`src/rtl/mipi_1lane_byte_align_if.sv`:
```
// Bundles the raw D-PHY byte input, the aligned byte stream and the header/error outputs.
// Latency: none, wiring only.
// Backpressure: none; the lane streams one byte per clk_byte and cannot be stalled.
interface mipi_1lane_byte_align_if;
  logic [7:0]  raw_byte;
  logic        raw_hs_en;
  logic [7:0]  byte_data0;
  logic        rxsync_hs0;
  logic        rxvalid_hs0;
  logic [7:0]  pkt_di;
  logic [15:0] pkt_wc;
  logic        pkt_hdr_valid;
  logic [2:0]  align_ofs;
  logic        err_sot;
  logic        err_trunc;

  // Driver side: the deserializer feeding the aligner.
  modport master (
    output raw_byte, raw_hs_en,
    input  byte_data0, rxsync_hs0, rxvalid_hs0, pkt_di, pkt_wc,
    input  pkt_hdr_valid, align_ofs, err_sot, err_trunc
  );

  // Aligner side.
  modport slave (
    input  raw_byte, raw_hs_en,
    output byte_data0, rxsync_hs0, rxvalid_hs0, pkt_di, pkt_wc,
    output pkt_hdr_valid, align_ofs, err_sot, err_trunc
  );
endinterface

```
`src/rtl/mipi_1lane_byte_align.sv`:
```
// Finds the SoT sync byte at any bit offset in the raw HS byte stream, re-aligns the burst and parses the CSI-2 header.
// Latency: a raw byte presented in cycle t reaches byte_data0 in cycle t+2; all outputs are registered.
// Backpressure: none; the stream cannot stall, one packet per HS burst, anything after it is dropped.
module mipi_1lane_byte_align #(
  parameter logic [7:0]  SYNC_BYTE    = 8'hB8,
  parameter int unsigned SYNC_TIMEOUT = 32
) (
  input logic                    clk_byte,
  input logic                    rst,
  mipi_1lane_byte_align_if.slave bus
);

  localparam logic [7:0] TMO_LAST = 8'(SYNC_TIMEOUT - 1);

  typedef enum logic [2:0] {IDLE, HUNT, HEADER, PAYLOAD, TRAIL} state_t;

  logic [7:0]  r0_q, r1_q;
  logic        hs_pipe_q, hs_d_q, hs_prev_q;
  state_t      state_q;
  logic [7:0]  hunt_cnt_q;
  logic [1:0]  hdr_idx_q;
  logic [7:0]  di_q, wcl_q, wch_q;
  logic [16:0] rem_q;
  logic        pend_q;
  logic [7:0]  byte_q;
  logic        sync_q, vld_q, hdr_vld_q, sot_q, trunc_q;
  logic [7:0]  pkt_di_q;
  logic [15:0] pkt_wc_q;
  logic [2:0]  ofs_q;

  logic [15:0] win;
  logic        hit;
  logic [2:0]  hit_ofs;
  logic [7:0]  aligned;
  logic        hs_rise;

  // r1 holds the older byte, so window bit 0 is the earliest received bit.
  assign win     = {r0_q, r1_q};
  assign aligned = win[ofs_q +: 8];
  assign hs_rise = hs_d_q & ~hs_prev_q;

  // Search all 8 bit offsets; scanning downwards leaves the lowest matching offset.
  always_comb begin
    hit     = 1'b0;
    hit_ofs = 3'd0;
    for (int k = 7; k >= 0; k--) begin
      if (win[k +: 8] == SYNC_BYTE) begin
        hit     = 1'b1;
        hit_ofs = 3'(k);
      end
    end
  end

  // Two-byte window and HS enable delayed to line up with the older window byte.
  always_ff @(posedge clk_byte) begin
    if (rst) begin
      r0_q      <= 8'h00;
      r1_q      <= 8'h00;
      hs_pipe_q <= 1'b0;
      hs_d_q    <= 1'b0;
      hs_prev_q <= 1'b0;
    end else begin
      r0_q      <= bus.raw_byte;
      r1_q      <= r0_q;
      hs_pipe_q <= bus.raw_hs_en;
      hs_d_q    <= hs_pipe_q;
      hs_prev_q <= hs_d_q;
    end
  end

  // Burst FSM with registered outputs; header fields publish one cycle after the ECC byte.
  always_ff @(posedge clk_byte) begin
    if (rst) begin
      state_q    <= IDLE;
      hunt_cnt_q <= 8'd0;
      hdr_idx_q  <= 2'd0;
      di_q       <= 8'h00;
      wcl_q      <= 8'h00;
      wch_q      <= 8'h00;
      rem_q      <= 17'd0;
      pend_q     <= 1'b0;
      byte_q     <= 8'h00;
      sync_q     <= 1'b0;
      vld_q      <= 1'b0;
      hdr_vld_q  <= 1'b0;
      sot_q      <= 1'b0;
      trunc_q    <= 1'b0;
      pkt_di_q   <= 8'h00;
      pkt_wc_q   <= 16'h0000;
      ofs_q      <= 3'd0;
    end else begin
      byte_q    <= 8'h00;
      sync_q    <= 1'b0;
      vld_q     <= 1'b0;
      sot_q     <= 1'b0;
      trunc_q   <= 1'b0;
      pend_q    <= 1'b0;
      hdr_vld_q <= pend_q;
      if (pend_q) begin
        pkt_di_q <= di_q;
        pkt_wc_q <= {wch_q, wcl_q};
      end
      case (state_q)
        IDLE: begin
          hunt_cnt_q <= 8'd0;
          if (hs_rise) state_q <= HUNT;
        end
        HUNT: begin
          hunt_cnt_q <= hunt_cnt_q + 8'd1;
          if (!hs_d_q) begin
            state_q <= IDLE;
          end else if (hit) begin
            ofs_q     <= hit_ofs;
            sync_q    <= 1'b1;
            byte_q    <= SYNC_BYTE;
            hdr_idx_q <= 2'd0;
            state_q   <= HEADER;
          end else if (hunt_cnt_q == TMO_LAST) begin
            sot_q   <= 1'b1;
            state_q <= TRAIL;
          end
        end
        HEADER: begin
          if (!hs_d_q) begin
            trunc_q <= 1'b1;
            state_q <= IDLE;
          end else begin
            byte_q    <= aligned;
            vld_q     <= 1'b1;
            hdr_idx_q <= hdr_idx_q + 2'd1;
            case (hdr_idx_q)
              2'd0: di_q  <= aligned;
              2'd1: wcl_q <= aligned;
              2'd2: wch_q <= aligned;
              default: begin
                pend_q <= 1'b1;
                if (di_q[5:0] < 6'h10) begin
                  state_q <= TRAIL;
                end else begin
                  rem_q   <= {1'b0, wch_q, wcl_q} + 17'd2;
                  state_q <= PAYLOAD;
                end
              end
            endcase
          end
        end
        PAYLOAD: begin
          if (!hs_d_q) begin
            trunc_q <= 1'b1;
            state_q <= IDLE;
          end else begin
            byte_q <= aligned;
            vld_q  <= 1'b1;
            rem_q  <= rem_q - 17'd1;
            if (rem_q == 17'd1) state_q <= TRAIL;
          end
        end
        TRAIL: begin
          if (!hs_d_q) state_q <= IDLE;
        end
        default: state_q <= IDLE;
      endcase
    end
  end

  assign bus.byte_data0    = byte_q;
  assign bus.rxsync_hs0    = sync_q;
  assign bus.rxvalid_hs0   = vld_q;
  assign bus.pkt_di        = pkt_di_q;
  assign bus.pkt_wc        = pkt_wc_q;
  assign bus.pkt_hdr_valid = hdr_vld_q;
  assign bus.align_ofs     = ofs_q;
  assign bus.err_sot       = sot_q;
  assign bus.err_trunc     = trunc_q;

endmodule

```
`src/flat_wrapper.sv`:
```
// flat-port wrapper written by rule: the top's interface ports become plain ports
module mipi_1lane_byte_align_flat 
#(
  parameter logic [7:0]  SYNC_BYTE    = 8'hB8,
  parameter int unsigned SYNC_TIMEOUT = 32
)
  (clk_byte, rst, bus_raw_byte, bus_raw_hs_en, bus_byte_data0, bus_rxsync_hs0, bus_rxvalid_hs0, bus_pkt_di, bus_pkt_wc, bus_pkt_hdr_valid, bus_align_ofs, bus_err_sot, bus_err_trunc);
  mipi_1lane_byte_align_if bus_i ();
  input logic clk_byte;
  input logic rst;
  input wire logic [$bits(bus_i.raw_byte)-1:0] bus_raw_byte;
  input wire logic [$bits(bus_i.raw_hs_en)-1:0] bus_raw_hs_en;
  output wire logic [$bits(bus_i.byte_data0)-1:0] bus_byte_data0;
  output wire logic [$bits(bus_i.rxsync_hs0)-1:0] bus_rxsync_hs0;
  output wire logic [$bits(bus_i.rxvalid_hs0)-1:0] bus_rxvalid_hs0;
  output wire logic [$bits(bus_i.pkt_di)-1:0] bus_pkt_di;
  output wire logic [$bits(bus_i.pkt_wc)-1:0] bus_pkt_wc;
  output wire logic [$bits(bus_i.pkt_hdr_valid)-1:0] bus_pkt_hdr_valid;
  output wire logic [$bits(bus_i.align_ofs)-1:0] bus_align_ofs;
  output wire logic [$bits(bus_i.err_sot)-1:0] bus_err_sot;
  output wire logic [$bits(bus_i.err_trunc)-1:0] bus_err_trunc;
  assign bus_i.raw_byte = bus_raw_byte;
  assign bus_i.raw_hs_en = bus_raw_hs_en;
  assign bus_byte_data0 = bus_i.byte_data0;
  assign bus_rxsync_hs0 = bus_i.rxsync_hs0;
  assign bus_rxvalid_hs0 = bus_i.rxvalid_hs0;
  assign bus_pkt_di = bus_i.pkt_di;
  assign bus_pkt_wc = bus_i.pkt_wc;
  assign bus_pkt_hdr_valid = bus_i.pkt_hdr_valid;
  assign bus_align_ofs = bus_i.align_ofs;
  assign bus_err_sot = bus_i.err_sot;
  assign bus_err_trunc = bus_i.err_trunc;
  mipi_1lane_byte_align #(.SYNC_BYTE(SYNC_BYTE), .SYNC_TIMEOUT(SYNC_TIMEOUT)) u_core (.clk_byte(clk_byte), .rst(rst), .bus(bus_i));
endmodule
```
`config.mk`:
```
export PLATFORM = sky130hd
export DESIGN_NAME = mipi_1lane_byte_align_flat
export DESIGN_NICKNAME = d
export VERILOG_FILES = /design/src/rtl/mipi_1lane_byte_align_if.sv /design/src/rtl/mipi_1lane_byte_align.sv /design/src/flat_wrapper.sv
export SDC_FILE = /design/constraint.sdc
export NUM_CORES = 1
export LEC_CHECK = 0
export ABC_AREA = 1
export ABC_CLOCK_PERIOD_IN_PS = 3800
export BUFFER_PORTS_ARGS = -buffer_cell sky130_fd_sc_hd__clkbuf_2
export CORE_UTILIZATION = 50
export DETAILED_ROUTE_END_ITERATION = 6
export GPL_ROUTABILITY_DRIVEN = 1
export PLACE_DENSITY = 0.66
export SLEW_MARGIN = 20
export SYNTH_ARGS = -nofsm -noshare
export SYNTH_HDL_FRONTEND = slang
export SYNTH_SLANG_ARGS = --single-unit
```
`constraint.sdc`:
```
create_clock -name clk_byte -period 3.8 [get_ports clk_byte]
set_input_delay 0.19 -clock clk_byte [delete_from_list [all_inputs] [get_ports clk_byte]]
set_output_delay 0.19 -clock clk_byte [all_outputs]
set_load 0.1 [all_outputs]
```
==> key figures <==
Status
  – Run status: complete, no violations

Route
  – DR vias/cell: 5.25
  – Post-Route WL: 13,700 um
  – DR iter-0 viols: 427
  – Drt wl/cell: 13.9 um
  – DR vias: 5,159
  – # DRC: 0
  – Antenna-violating nets left: 0
  – Pre-antenna DRT Iters: 4

Logic synthesis
  – EDFF count, synth: 0
  – Area leader, netlist: dfxtp_1
  – Unique masters post-synth: 45
  – Largest cells by area after synthesis: dfxtp_1, nand2_1, inv_1
  – Mapped Area: 5510 um2
  – Yosys top cell area share: 0.414
  – Synthesis-stage register bit count: 114
  – FFs w/ async S/R, synth: 0
  – Count leader, synth: nand2_1
  – Syn avg cell area: 7.03 um2
  – Mapped Cells: 784
  – Sequential area share after synthesis: 0.414
  – Prevailing post-synth register cell: dfxtp_1
  – Synth Warn #: 0
  – Commonest cells in the netlist: nand2_1, dfxtp_1, inv_1, nor2_1, a21oi_1
  – Syn nets: 803

Critical path
  – CP arrival: 2630 ps
  – CP most frequent cell: o21ai_0
  – FF-to-FF path depth: 6
  – CP Class: register to register
  – Worst setup EP type: register
  – Critical Path Source: u_core.bus.align_ofs[0]
  – Critical Path End: u_core.bus.byte_data0[0]
  – Critical Path Max Stage Delay: 850 ps
  – Worst path cell trace: o21ai_0, nand2_1, o21ai_0, o21ai_0, inv_1, nor2_1
  – Critical Path RT: 4240 ps
  – Setup slack, reg-to-reg: 1620 ps
  – WP buf/inv: 1
  – Maximum fanout along the worst path: 30
  – Crit-path slowest cell: dfxtp_1
  – Critical path depth: 6
  – Crit path launch type: register
  – RR Endpoint: u_core.bus.byte_data0[0]
  – Worst r2r src: u_core.bus.align_ofs[0]
  – Top delay family on crit path: compound AO/OA/AOI/OAI gates

STA
  – RSZ-0062 raised after global routing: false
  – Worst slew pin tran: 819 ps
  – Min cycle time layout: 2180 ps
  – Clock Skews: 4.72 ps
  – Final setup viols: 0
  – Max Fclk: 0.458 GHz
  – Final Hold Vio Count: 0
  – Max-slew headroom: 0.453
  – Final period util: 0.574
  – Setup TNS: 0 ps
  – Max-slew violation count: 0

Clocking
  – Root Buffer: clkbuf_8
  – Setup bufs post-CTS: 0
  – Post-CTS Hold Fix Bufs: 9
  – CTS max path bufs: 2
  – Post-CTS sizing: 0
  – CTS Buf Count: 17
  – CTS tree: done
  – Worst-skew pair later-pin latency: 510 ps
  – Clock sinks: 114
  – Worst-path clk slew: 60 ps
  – H-tree Lvls: 4

Finish
  – Final instance area: 6430 um2
  – Number of inserted diodes: 0
  – Area Overhead vs Synth: 16.7%
  – Post-layout net count: 852
  – Share of cells above drive strength 1: 0.141

Placement
  – Placed Area: 5770 um2
  – DP HPWL: 9310 um
  – PortBufs: 50
  – RePlAce Congestion: 0.877

Die
  – Core Box Area: 10,500 um2
  – Die Y: 107 um
  – I/O pin total: 51
  – Initial core utilization: 0.524
  – Die footprint: 11,400 um2
  – Die W: 107 um
  – # rows: 37

Hold path
  – Worst Hold Launch: rst
  – Worst hold stages: 4
  – Hold Path Class: input port to register

Power and ir drop
  – VDD IR max: 0.391 mV
  – Total power: 0.00281 W
  – PwrDens: 438 nW/um2
  – Leak pwr: 2.85 nW

Run
  – Max_cap viols: 0

Global routing
  – Vias in the first global route: 4,625
  – Largest net degree at the start of global routing: 67
  – GRT overflow: 0
  – First-pass GRT wire length: 22,000 um
  – GRT Util Overall: 0.248
  – Initial antenna violation count: 0
through the flow:
step,setup slack (ps),std cells,util,hold slack (ps)
floorplan,1690,784,-,285
global route,1370,982,0.612,289
detailed placement,1720,941,0.549,387
finish,1620,982,0.612,246
global placement,1710,941,0.549,383
CTS,1650,982,0.612,308
cells by family after synthesis:
group           after synthesis  share of synthesized area
simple gates                298                      0.242
compound gates              209                      0.203
buf+inv                     149                      0.113
flops                       114                      0.414
fa+ha+maj                     8                     0.0182
xor+xnor                      5                    0.00795
mux                           1                    0.00182
cell usage in the layout, fill, tap and decap left out, types with 3 or more instances in the layout:
cell type	instances
nor2_1	78
a21oi_2	3
o21ai_1	28
clkinv_4	7
a31oi_1	9
o211ai_1	9
clkbuf_8	4
inv_1	107
clkbuf_2	50
dfxtp_1	114
clkbuf_16	16
clkinvlp_4	3
ha_1	8
nand3_1	31
nor2_2	5
xor2_1	4
a21oi_1	77
nand2_4	3
inv_2	9
o21ai_0	74
a211oi_1	3
nor3_1	12
nand2_1	145
nand2_2	4
dlygate4sd3_1	9
where the power goes:
| group | switching (W) | leakage (nW) | total [W] | internal [W] |
|---|---|---|---|---|
| Clock | 0.000566 | 0.270 | 0.00149 | 0.000920 |
| Sequential | 0.0000160 | 0.922 | 0.00122 | 0.00121 |
| Combinational | 0.0000695 | 1.66 | 0.000104 | 0.0000343 |
routing by layer:
metal,track usage,part of all wire,up-vias
li1,-,-,2641
met1,0.348,0.48,2340
met2,0.372,0.44,167
met3,0.0626,0.064,11
met4,0.0763,0.010,0
met5,0,0,-
registers in the layout, indices dropped and copies added (netlist names), 2 cells and up:
signal                 cells
u_core.rem_q              17
u_core.wch_q               8
u_core.bus.pkt_wc         16
u_core.bus.byte_data0      8
u_core.state_q             3
u_core.bus.pkt_di          8
u_core.hdr_idx_q           2
u_core.bus.align_ofs       3
u_core.hunt_cnt_q          8
u_core.wcl_q               8
u_core.r0_q                8
u_core.di_q                8
u_core.r1_q                8
worst min-delay path, stage by stage:
cell      delay, ps
clkbuf_2         90
inv_2           240
nand2_1         160
inv_1            30
worst min path at each step:
| stage | end |
|---|---|
| 4_1_cts | u_core.r0_q[0] |
| 5_1_grt | u_core.bus.rxsync_hs0 |
| 2_1_floorplan | u_core.bus.rxvalid_hs0 |
| 3_3_place_gp | u_core.r0_q[7] |
| 6_report | u_core.bus.rxsync_hs0 |
| 3_5_place_dp | u_core.r0_q[2] |
area by class of cell:
class	instances	area (um2)
Sequential cell	114	2280
Clock buffer	21	459
Timing Repair Buffer	61	355
Fill cell	959	4080
Multi-Input combinational cell	521	2600
Tap cell	136	170
Inverter	118	453
Clock inverter	11	106
Power figures use the tool's default switching activity.
